**src/rtl/aes_pkg.sv**
```systemverilog
// aes_pkg: shared constants and state encoding for the AES-128 key schedule controller.
package aes_pkg;

  localparam int AES_NRK      = 11;
  localparam int AES_RK_W     = 128;
  localparam int AES_LAST_RND = 10;

  typedef enum logic [1:0] {
    IDLE,
    LOAD,
    EXPAND,
    READY
  } ks_state_e;

endpackage

```
**src/rtl/aes_key_sched_ctrl_if.sv**
```systemverilog
// aes_key_sched_ctrl_if: cipher-key handshake and round-key read port.
interface aes_key_sched_ctrl_if #(
  parameter int IDXW = 4
);

  logic            key_valid;
  logic            key_ready;
  logic [127:0]    key_in;
  logic            rk_ready;
  logic            rd_en;
  logic [IDXW-1:0] rd_idx;
  logic [127:0]    rd_data;
  logic            rd_err;

  modport master (
    output key_valid, key_in, rd_en, rd_idx,
    input  key_ready, rk_ready, rd_data, rd_err
  );

  modport slave (
    input  key_valid, key_in, rd_en, rd_idx,
    output key_ready, rk_ready, rd_data, rd_err
  );

endinterface

```
**src/rtl/aes_rk_table.sv**
```systemverilog
// aes_rk_table: round-key register file, one write port and one
// registered read port. Storage is deliberately left unreset.
module aes_rk_table
  import aes_pkg::*;
#(
  parameter int NRK  = AES_NRK,
  parameter int IDXW = 4
) (
  input  logic                clk,
  input  logic                rst,
  input  logic                we,
  input  logic [IDXW-1:0]     widx,
  input  logic [AES_RK_W-1:0] wdata,
  input  logic                re,
  input  logic                rok,
  input  logic [IDXW-1:0]     ridx,
  output logic [AES_RK_W-1:0] rdata
);

  logic [AES_RK_W-1:0] mem_q [NRK];
  logic [AES_RK_W-1:0] rdata_q;
  logic [AES_RK_W-1:0] rdata_d;

  always_ff @(posedge clk) begin
    if (we) begin
      mem_q[widx] <= wdata;
    end
  end

  // rejected reads return zero; no read leaves the last value in place
  always_comb begin
    rdata_d = rdata_q;
    if (re) begin
      rdata_d = rok ? mem_q[ridx] : '0;
    end
  end

  always_ff @(posedge clk or posedge rst) begin
    if (rst) begin
      rdata_q <= '0;
    end else begin
      rdata_q <= rdata_d;
    end
  end

  assign rdata = rdata_q;

endmodule

```
**src/rtl/aes_key_sched_ctrl.sv**
```systemverilog
// aes_key_sched_ctrl: loads the AES-128 expander, captures 11 round keys
// and serves random-access reads. Option: AES_KSCHED_KEYCACHE_EN.
module aes_key_sched_ctrl
  import aes_pkg::*;
#(
  parameter int NRK  = AES_NRK,
  parameter int IDXW = 4
) (
  input  logic                 clk,
  input  logic                 rst,
  aes_key_sched_ctrl_if.slave  bus,
  output logic                 exp_kld,
  output logic [AES_RK_W-1:0]  exp_key,
  input  logic [31:0]          exp_w0,
  input  logic [31:0]          exp_w1,
  input  logic [31:0]          exp_w2,
  input  logic [31:0]          exp_w3,
  output logic                 busy
);

  localparam logic [IDXW-1:0] LAST = IDXW'(AES_LAST_RND);

  ks_state_e           state_q, state_d;
  logic [IDXW-1:0]     cnt_q, cnt_d;
  logic [AES_RK_W-1:0] key_q, key_d;
  logic                vld_q, vld_d;
  logic                rd_err_q, rd_err_d;

  logic accept;
  logic hit;
  logic rd_ok;
  logic key_rdy;
  logic tbl_we;

  assign accept = bus.key_valid & key_rdy;
  assign rd_ok  = vld_q & (bus.rd_idx <= LAST);

`ifdef AES_KSCHED_KEYCACHE_EN
  // a repeat of the resident key keeps the existing table
  assign hit = (state_q == READY) & (bus.key_in == key_q);
`else
  assign hit = 1'b0;
`endif

  always_ff @(posedge clk or posedge rst) begin
    if (rst) begin
      state_q  <= IDLE;
      cnt_q    <= '0;
      key_q    <= '0;
      vld_q    <= 1'b0;
      rd_err_q <= 1'b0;
    end else begin
      state_q  <= state_d;
      cnt_q    <= cnt_d;
      key_q    <= key_d;
      vld_q    <= vld_d;
      rd_err_q <= rd_err_d;
    end
  end

  always_comb begin
    state_d  = state_q;
    cnt_d    = cnt_q;
    key_d    = key_q;
    vld_d    = vld_q;
    rd_err_d = bus.rd_en & ~rd_ok;
    unique case (state_q)
      IDLE, READY: begin
        if (accept && !hit) begin
          key_d   = bus.key_in;
          vld_d   = 1'b0;
          state_d = LOAD;
        end
      end
      LOAD: begin
        cnt_d   = '0;
        state_d = EXPAND;
      end
      EXPAND: begin
        if (cnt_q == LAST) begin
          vld_d   = 1'b1;
          state_d = READY;
        end else begin
          cnt_d = cnt_q + 1'b1;
        end
      end
      default: state_d = IDLE;
    endcase
  end

  always_comb begin
    key_rdy = 1'b0;
    exp_kld = 1'b0;
    busy    = 1'b0;
    tbl_we  = 1'b0;
    unique case (state_q)
      IDLE, READY: key_rdy = 1'b1;
      LOAD: begin
        exp_kld = 1'b1;
        busy    = 1'b1;
      end
      EXPAND: begin
        busy   = 1'b1;
        tbl_we = 1'b1;
      end
      default: key_rdy = 1'b0;
    endcase
  end

  assign exp_key       = key_q;
  assign bus.key_ready = key_rdy;
  assign bus.rk_ready  = vld_q;
  assign bus.rd_err    = rd_err_q;

  aes_rk_table #(
    .NRK  (NRK),
    .IDXW (IDXW)
  ) u_tbl (
    .clk   (clk),
    .rst   (rst),
    .we    (tbl_we),
    .widx  (cnt_q),
    .wdata ({exp_w0, exp_w1, exp_w2, exp_w3}),
    .re    (bus.rd_en),
    .rok   (rd_ok),
    .ridx  (bus.rd_idx),
    .rdata (bus.rd_data)
  );

endmodule

```
**src/flat_wrapper.sv**
```systemverilog
// flat-port wrapper written by rule: the top's interface ports become plain ports
module aes_key_sched_ctrl_flat import aes_pkg::*;
#(
  parameter int NRK  = AES_NRK,
  parameter int IDXW = 4
)
  (clk, rst, exp_kld, exp_key, exp_w0, exp_w1, exp_w2, exp_w3, busy, bus_key_valid, bus_key_in, bus_rd_en, bus_rd_idx, bus_key_ready, bus_rk_ready, bus_rd_data, bus_rd_err);
  aes_key_sched_ctrl_if #(.IDXW(IDXW)) bus_i ();
  input  logic clk;
  input  logic rst;
  output logic exp_kld;
  output logic [AES_RK_W-1:0] exp_key;
  input  logic [31:0] exp_w0;
  input  logic [31:0] exp_w1;
  input  logic [31:0] exp_w2;
  input  logic [31:0] exp_w3;
  output logic busy;
  input wire logic [$bits(bus_i.key_valid)-1:0] bus_key_valid;
  input wire logic [$bits(bus_i.key_in)-1:0] bus_key_in;
  input wire logic [$bits(bus_i.rd_en)-1:0] bus_rd_en;
  input wire logic [$bits(bus_i.rd_idx)-1:0] bus_rd_idx;
  output wire logic [$bits(bus_i.key_ready)-1:0] bus_key_ready;
  output wire logic [$bits(bus_i.rk_ready)-1:0] bus_rk_ready;
  output wire logic [$bits(bus_i.rd_data)-1:0] bus_rd_data;
  output wire logic [$bits(bus_i.rd_err)-1:0] bus_rd_err;
  assign bus_i.key_valid = bus_key_valid;
  assign bus_i.key_in = bus_key_in;
  assign bus_i.rd_en = bus_rd_en;
  assign bus_i.rd_idx = bus_rd_idx;
  assign bus_key_ready = bus_i.key_ready;
  assign bus_rk_ready = bus_i.rk_ready;
  assign bus_rd_data = bus_i.rd_data;
  assign bus_rd_err = bus_i.rd_err;
  aes_key_sched_ctrl #(.NRK(NRK), .IDXW(IDXW)) u_core (.clk(clk), .rst(rst), .bus(bus_i), .exp_kld(exp_kld), .exp_key(exp_key), .exp_w0(exp_w0), .exp_w1(exp_w1), .exp_w2(exp_w2), .exp_w3(exp_w3), .busy(busy));
endmodule
```
**config.mk**
```make
export PLATFORM = sky130hd
export DESIGN_NAME = aes_key_sched_ctrl_flat
export DESIGN_NICKNAME = d
export VERILOG_FILES = /design/src/rtl/aes_pkg.sv /design/src/rtl/aes_key_sched_ctrl_if.sv /design/src/rtl/aes_rk_table.sv /design/src/rtl/aes_key_sched_ctrl.sv /design/src/flat_wrapper.sv
export SDC_FILE = /design/constraint.sdc
export NUM_CORES = 2
export LEC_CHECK = 0
export ABC_AREA = 1
export CAP_MARGIN = 10
export CORE_UTILIZATION = 50
export DETAILED_ROUTE_END_ITERATION = 7
export PLACE_DENSITY_LB_ADDON = 0.15
export SETUP_SLACK_MARGIN = 0.4
export SLEW_MARGIN = 20
export SYNTH_ARGS = -nofsm -noshare
export SYNTH_HDL_FRONTEND = slang
export SYNTH_SLANG_ARGS = --single-unit
export TNS_END_PERCENT = 20
```
**constraint.sdc**
```tcl
create_clock -name clk -period 9.5 [get_ports clk]
set_input_delay 1.9 -clock clk [delete_from_list [all_inputs] [get_ports clk]]
set_output_delay 1.9 -clock clk [all_outputs]
set_load 0.02 [all_outputs]
```
Yosys cells after proc, flatten, opt, wreduce, memory -nomap -nowiden
Memory sizes are Yosys's and may differ from the RTL's.
Index checks and enable logic that the tools add are counted.
Cells by class
  muxes and demuxes: 15
  reduce and logical (&&, ||, !) cells: 9
  equality and inequality tests: 7
  magnitude comparators: 1
  bitwise gates (word level): 4
  add/sub/neg operators: 1
Operators by type and width (number)
  $mux W128: 1
  $mux W1: 8
  $pmux W4 S2: 1
  $pmux W2 S3: 1
  $reduce_and A2 Y1: 3
  $add A4 B1 Y4 const B: 1
  $eq A2 B2 Y1 const B: 2
  $eq A4 B4 Y1 const B: 1
  $le A4 B4 Y1 const B: 1
  $mux W2: 2
  $mux W4: 1
  $ne A2 B1 Y1 const B: 2
  $reduce_bool A2 Y1: 2
  $reduce_or A2 Y1: 2
  $and A1 B1 Y1: 3
  $reduce_and A3 Y1: 1
  $eq A2 B1 Y1 const B: 1
  $logic_not A2 Y1: 1
  $ne A2 B2 Y1 const B: 1
  $pmux W1 S2: 1
  $not A1 Y1: 1
Storage, ports and cells
  output and inout bits: 261
  RAM bits: 1408
  memories kept: 1
  flip-flop bits (word level): 264
Memory list
  u_core.u_tbl.mem_q: depth 11, width 128, read ports 1, clocked after Yosys merged registers in 0, write ports 1, line aes_rk_table.sv:20  | logic [AES_RK_W-1:0] mem_q [NRK];

Logic depth before layout (Yosys ltp)
  word-level depth: 6
  depth in mapped cells: 10
  depth with buffers taken out: 8

Hierarchy
A second synthesis with hierarchy kept.
Second synthesis, totals
  cells, all modules: 6447
  area total of the unflattened synthesis: 69402.8 um^2
Modules (own cells, without submodules)
  aes_rk_table: seq. area each 45483.6 um^2, area an instance 64100.2 um^2, instances 1, cells each 5843
  aes_key_sched_ctrl: seq. area each 3403.3 um^2, area an instance 5302.6 um^2, instances 1, cells each 604

Worst setup path after synthesis
OpenSTA, ideal clock, no wires.
  path kind: register -> register
  start point: reg u_core.state_q[0]
  end point: reg u_core.vld_q, in the netlist u_core.bus.rk_ready
  stages on the path, launching flop included: 8
  arrival time: 6.972 ns
  period minus slack after synthesis: 7.074 ns
  path slack: 2.426 ns
  library setup time: 0.102 ns
  cell sequence: dfrtp_1 -> inv_1 -> ha_1 -> clkbuf_1 -> nand2_1 -> nor2_1 -> o21ai_0 -> o21ai_0
On the way
  cells in the longest elaborated chain, start to end: 6
RTL lines
  from (decl): line aes_key_sched_ctrl.sv:23  | ks_state_e state_q, state_d;
  from (signal assigned): line aes_key_sched_ctrl.sv:53  | state_q <= state_d;
  $eq A2 B2 Y1 or $logic_not A2 Y1 (tied branches): line aes_key_sched_ctrl.sv:67, aes_key_sched_ctrl.sv:96
  $reduce_or A2 Y1: line aes_key_sched_ctrl.sv:67, aes_key_sched_ctrl.sv:96
  $mux W1: line aes_key_sched_ctrl.sv:96  | unique case (state_q)
  $and A1 B1 Y1: line aes_key_sched_ctrl.sv:35  | assign accept = bus.key_valid & key_rdy;
  $ne A2 B1 Y1 (no source line)
  $reduce_and A3 Y1 (no source line)
  to (signal assigned): line aes_key_sched_ctrl.sv:56  | vld_q <= vld_d;
  to (decl): line aes_key_sched_ctrl.sv:26  | logic vld_q, vld_d;
Several ways; a longest one is shown, not always the timed one.
A chain may end at the register's enable or synchronous reset.

Final worst setup path
  start point: in bus_rd_idx[3]
  end point: reg u_core.u_tbl.rdata_q[15], in the netlist u_core.u_tbl.rdata[15]
On the way
  cells in the longest elaborated chain, start to end: 3
RTL lines
  from (decl): line flat_wrapper.sv:21  | input wire logic [$bits(bus_i.rd_idx)-1:0] bus_rd_idx;
  $le A4 B4 Y1: line aes_key_sched_ctrl.sv:36  | assign rd_ok = vld_q & (bus.rd_idx <= LAST);
  $and A1 B1 Y1: line aes_key_sched_ctrl.sv:36
  $mux W128 *: line aes_rk_table.sv:34  | rdata_d = rok ? mem_q[ridx] : '0;
  to (signal assigned): line aes_rk_table.sv:42  | rdata_q <= rdata_d;
  to (decl): line aes_rk_table.sv:21  | logic [AES_RK_W-1:0] rdata_q;
Mark *: on every way between the ends. The rest lies on a longest branch, timed or not.

==> metrics.csv <==
stage,metric,value,unit
run_status,status,completed,
setup_path,R2R Setup Slk,5.74,ns
timing,Fmax,225,MHz
synth,"Net Count, Synth",5677,
clock_network,CTS buffer count,172,
timing,final worst path period need,4.44,ns
setup_path,Crit Path Class,in2reg,
final_layout,post-layout util,59.9,%
timing,fin crit share,46.7,%
power,Max VDD drop,203,uV
timing,Fin. Hold Viols,0,
setup_path,WP data required,10.18,ns
timing,headroom to the max-slew limit,22.1,%
placed_design,DPL Wire Length,87100,um
synth,most common cell in the netlist,nand2_1,
synth,Ys Warns,0,
floorplan,Starting Density,50.5,%
floorplan,die area,133000,um^2
setup_path,reg2reg path depth,6,
placed_design,Routability Congestion,0.767,
flow_run,Max Cap Viol,0,
placed_design,DP Worst Slack,4.21,ns
synth,Post-Syn Area,65600,um^2
min_path,Min-Delay Path Class,reg2reg,
final_layout,Reg area,48900,um^2
detailed_routing,iteration count of the initial detailed-routing pass,5,
timing,Slew @ Worst Pin,1.17,ns
timing,final worst slack,5.06,ns
clock_network,"Clk Latency, worst-skew pair",0.81,ns
timing,unrepaired setup endpoints after global routing,no,
power,Power Total,18.6,mW
synth,Area contributors post-synth,"edfxtp_1 64%, nand2_1 12%, dfrtp_1 10%",
final_layout,area delta synth->final,18.5,%
synth,Synth top area share,64.5,%
floorplan,Die X-Extent,364,um
detailed_routing,vias,42700,
timing,fin. max-slew vios,0,
clock_network,Clock Tree Buf Depth,3,
detailed_routing,Vias/cell,5.52,
detailed_routing,DRC violations left,0,
synth,Netlist cell types,17,
final_layout,design area,77700,um^2
floorplan,Ports,525,
floorplan,die height,364,um
setup_path,Crit Reg-Reg Startpoint,u_core.state_q[0],
setup_path,Worst R2R End,u_core.u_tbl.mem_q[8][16],
clock_network,CTS tree,done,
grt,initial antenna violation count,30,
power,Pwr Density,239,nW/um^2
clock_network,# H-tree levels,4,
final_layout,fraction of layout cells with a size suffix above 1,7.55,%
floorplan,Std-Cell Core Area,130000,um^2
setup_path,worst-path fanout max,81,
grt,GRT Total Usage,26.6,%
synth,Post-synth EDFFs,1408,
clock_network,hold_buf cts,0,
min_path,hold depth,2,
grt,first-pass GRT wire length,262000,um
synth,synthesized flop and latch total,1672,
grt,number of global-route vias before repair,40700,
detailed_routing,per-cell routed wire length,23.0,um
timing,Fin Setup TNS,0,ns
synth,ys flop type,edfxtp_1,
timing,Worst Skew,0.0277,ns
min_path,Hold Path Origin,u_core.u_tbl.rdata[101],
clock_network,Clock Sinks,1672,
setup_path,CP Data Arrival Time,5.11,ns
clock_network,clk root buf,clkbuf_16,
clock_network,post-cts sizing count,0,
synth,"FFs w/ async S/R, synth",15.8,%
grt,grt total ovfl,0,
synth,Syn Inst Count,5406,
placed_design,I/O Buffers,524,
min_path,Hold Path End,u_core.u_tbl.rdata[101],
synth,Synth area leader,edfxtp_1,
setup_path,Crit. End Element,register,
synth,synthesized area per cell,12.1,um^2
floorplan,Rows,132,
synth,register area share after synthesis,74.5,%
setup_path,startpoint types,input port,
power,Pleak,29.4,nW
clock_network,postcts setup bufs,0,
placed_design,Post-DP Area,72100,um^2
detailed_routing,drt first-iter violations,3974,
final_layout,# fillers,10300,
synth,synth cell count leaders,"2068 x nand2_1, 1408 x edfxtp_1, 895 x nand3_1, 264 x dfrtp_1, 214 x buf_2",
timing,# setup viols final,0,
grt,pin count of the biggest net entering global routing,203,
clock_network,clock slew seen by the registers of the worst setup and hold paths,0.06,ns
detailed_routing,Routed Antenna Nets,0,
detailed_routing,DRT Wirelength,178000,um
final_layout,Multi-input gate area,15100,um^2
final_layout,# nets final,6104,
-- through the flow --
stage	hold WS, ns	cells
4_1_cts	0.481	7726
3_3_place_gp	0.462	7401
3_5_place_dp	0.466	7401
6_report	0.475	7735
5_1_grt	0.503	7733
2_1_floorplan	0.507	5406
-- worst max-delay path, cell delays in order --
cell and delay [ns]:
buf_6 0.52, buf_4 0.65, a21oi_2 0.21, nand2_8 0.65, buf_4 0.83, nor2_1 0.11, nand2_1 0.10, nand2_1 0.06
-- where the power goes --
part / switching [mW] / internal (mW) / leakage (nW)
Clock: 2.79 / 3.80 / 2.71
Sequential: 0.241 / 8.81 / 16.1
Combinational: 1.78 / 1.16 / 10.6
-- area by class of cell --
cell class / instances / share of cell area, %
flip-flops and latches: 1672 / 62.9
inverters: 25 / 0.164
diodes: 9 / 0.0290
repair buffers: 578 / 7.46
clock inverters: 53 / 0.646
clock buffers: 272 / 6.50
well taps: 1742 / 2.80
multi-input cells: 3384 / 19.5
-- metal layers --
metal  global-route usage [%]  up-vias  routed length (um)
li1                         -    19600                   -
met4                     7.98       28                3840
met1                     35.6    21100               73000
met3                     5.55      285               14600
met5                        0        -                 194
met2                     44.0     1753               86300
-- cell usage in the layout (no fill, tap or decap), drive strengths merged --
cell type / instances
clkdlybuf4s50: 520
inv: 33
edfxtp: 1408
buf: 58
nor2: 144
clkinv: 37
ha: 7
clkinvlp: 3
diode: 9
clkbuf: 272
o21ai: 7
nand4: 3
nand3: 895
a21oi: 132
mux2: 128
nand2: 2068
dfrtp: 264
bufinv: 5
-- cell families after synthesis --
kind of cell	share of synthesized area, %
and+or+nand+nor	19.5
DFF	74.5
buffers and inverters	2.56
AOI/OAI and AO/OA	1.07
muxes	2.20
adders and majority gates	0.134
-- worst max-delay path by stage --
stage                     cells after the start                       to         startpoint
final                                         8   u_core.u_tbl.rdata[15]      bus_rd_idx[3]
after global routing                          9   u_core.u_tbl.rdata[37]      bus_rd_idx[0]
after CTS                                     8   u_core.u_tbl.rdata[15]      bus_rd_idx[3]
after detailed placement                      8   u_core.u_tbl.rdata[18]      bus_rd_idx[3]
after global placement                        8  u_core.u_tbl.rdata[124]      bus_rd_idx[3]
after floorplan                               7      u_core.bus.rk_ready  u_core.state_q[0]
-- registers in the layout, summed over array words and instances (netlist names) --
name                 flops
u_core.cnt_q             4
u_core.bus.rd_err        1
u_core.state_q           2
u_core.u_tbl.mem_q    1408
u_core.exp_key         128
u_core.u_tbl.rdata     128
u_core.bus.rk_ready      1
(Power assumes the default switching activity.)
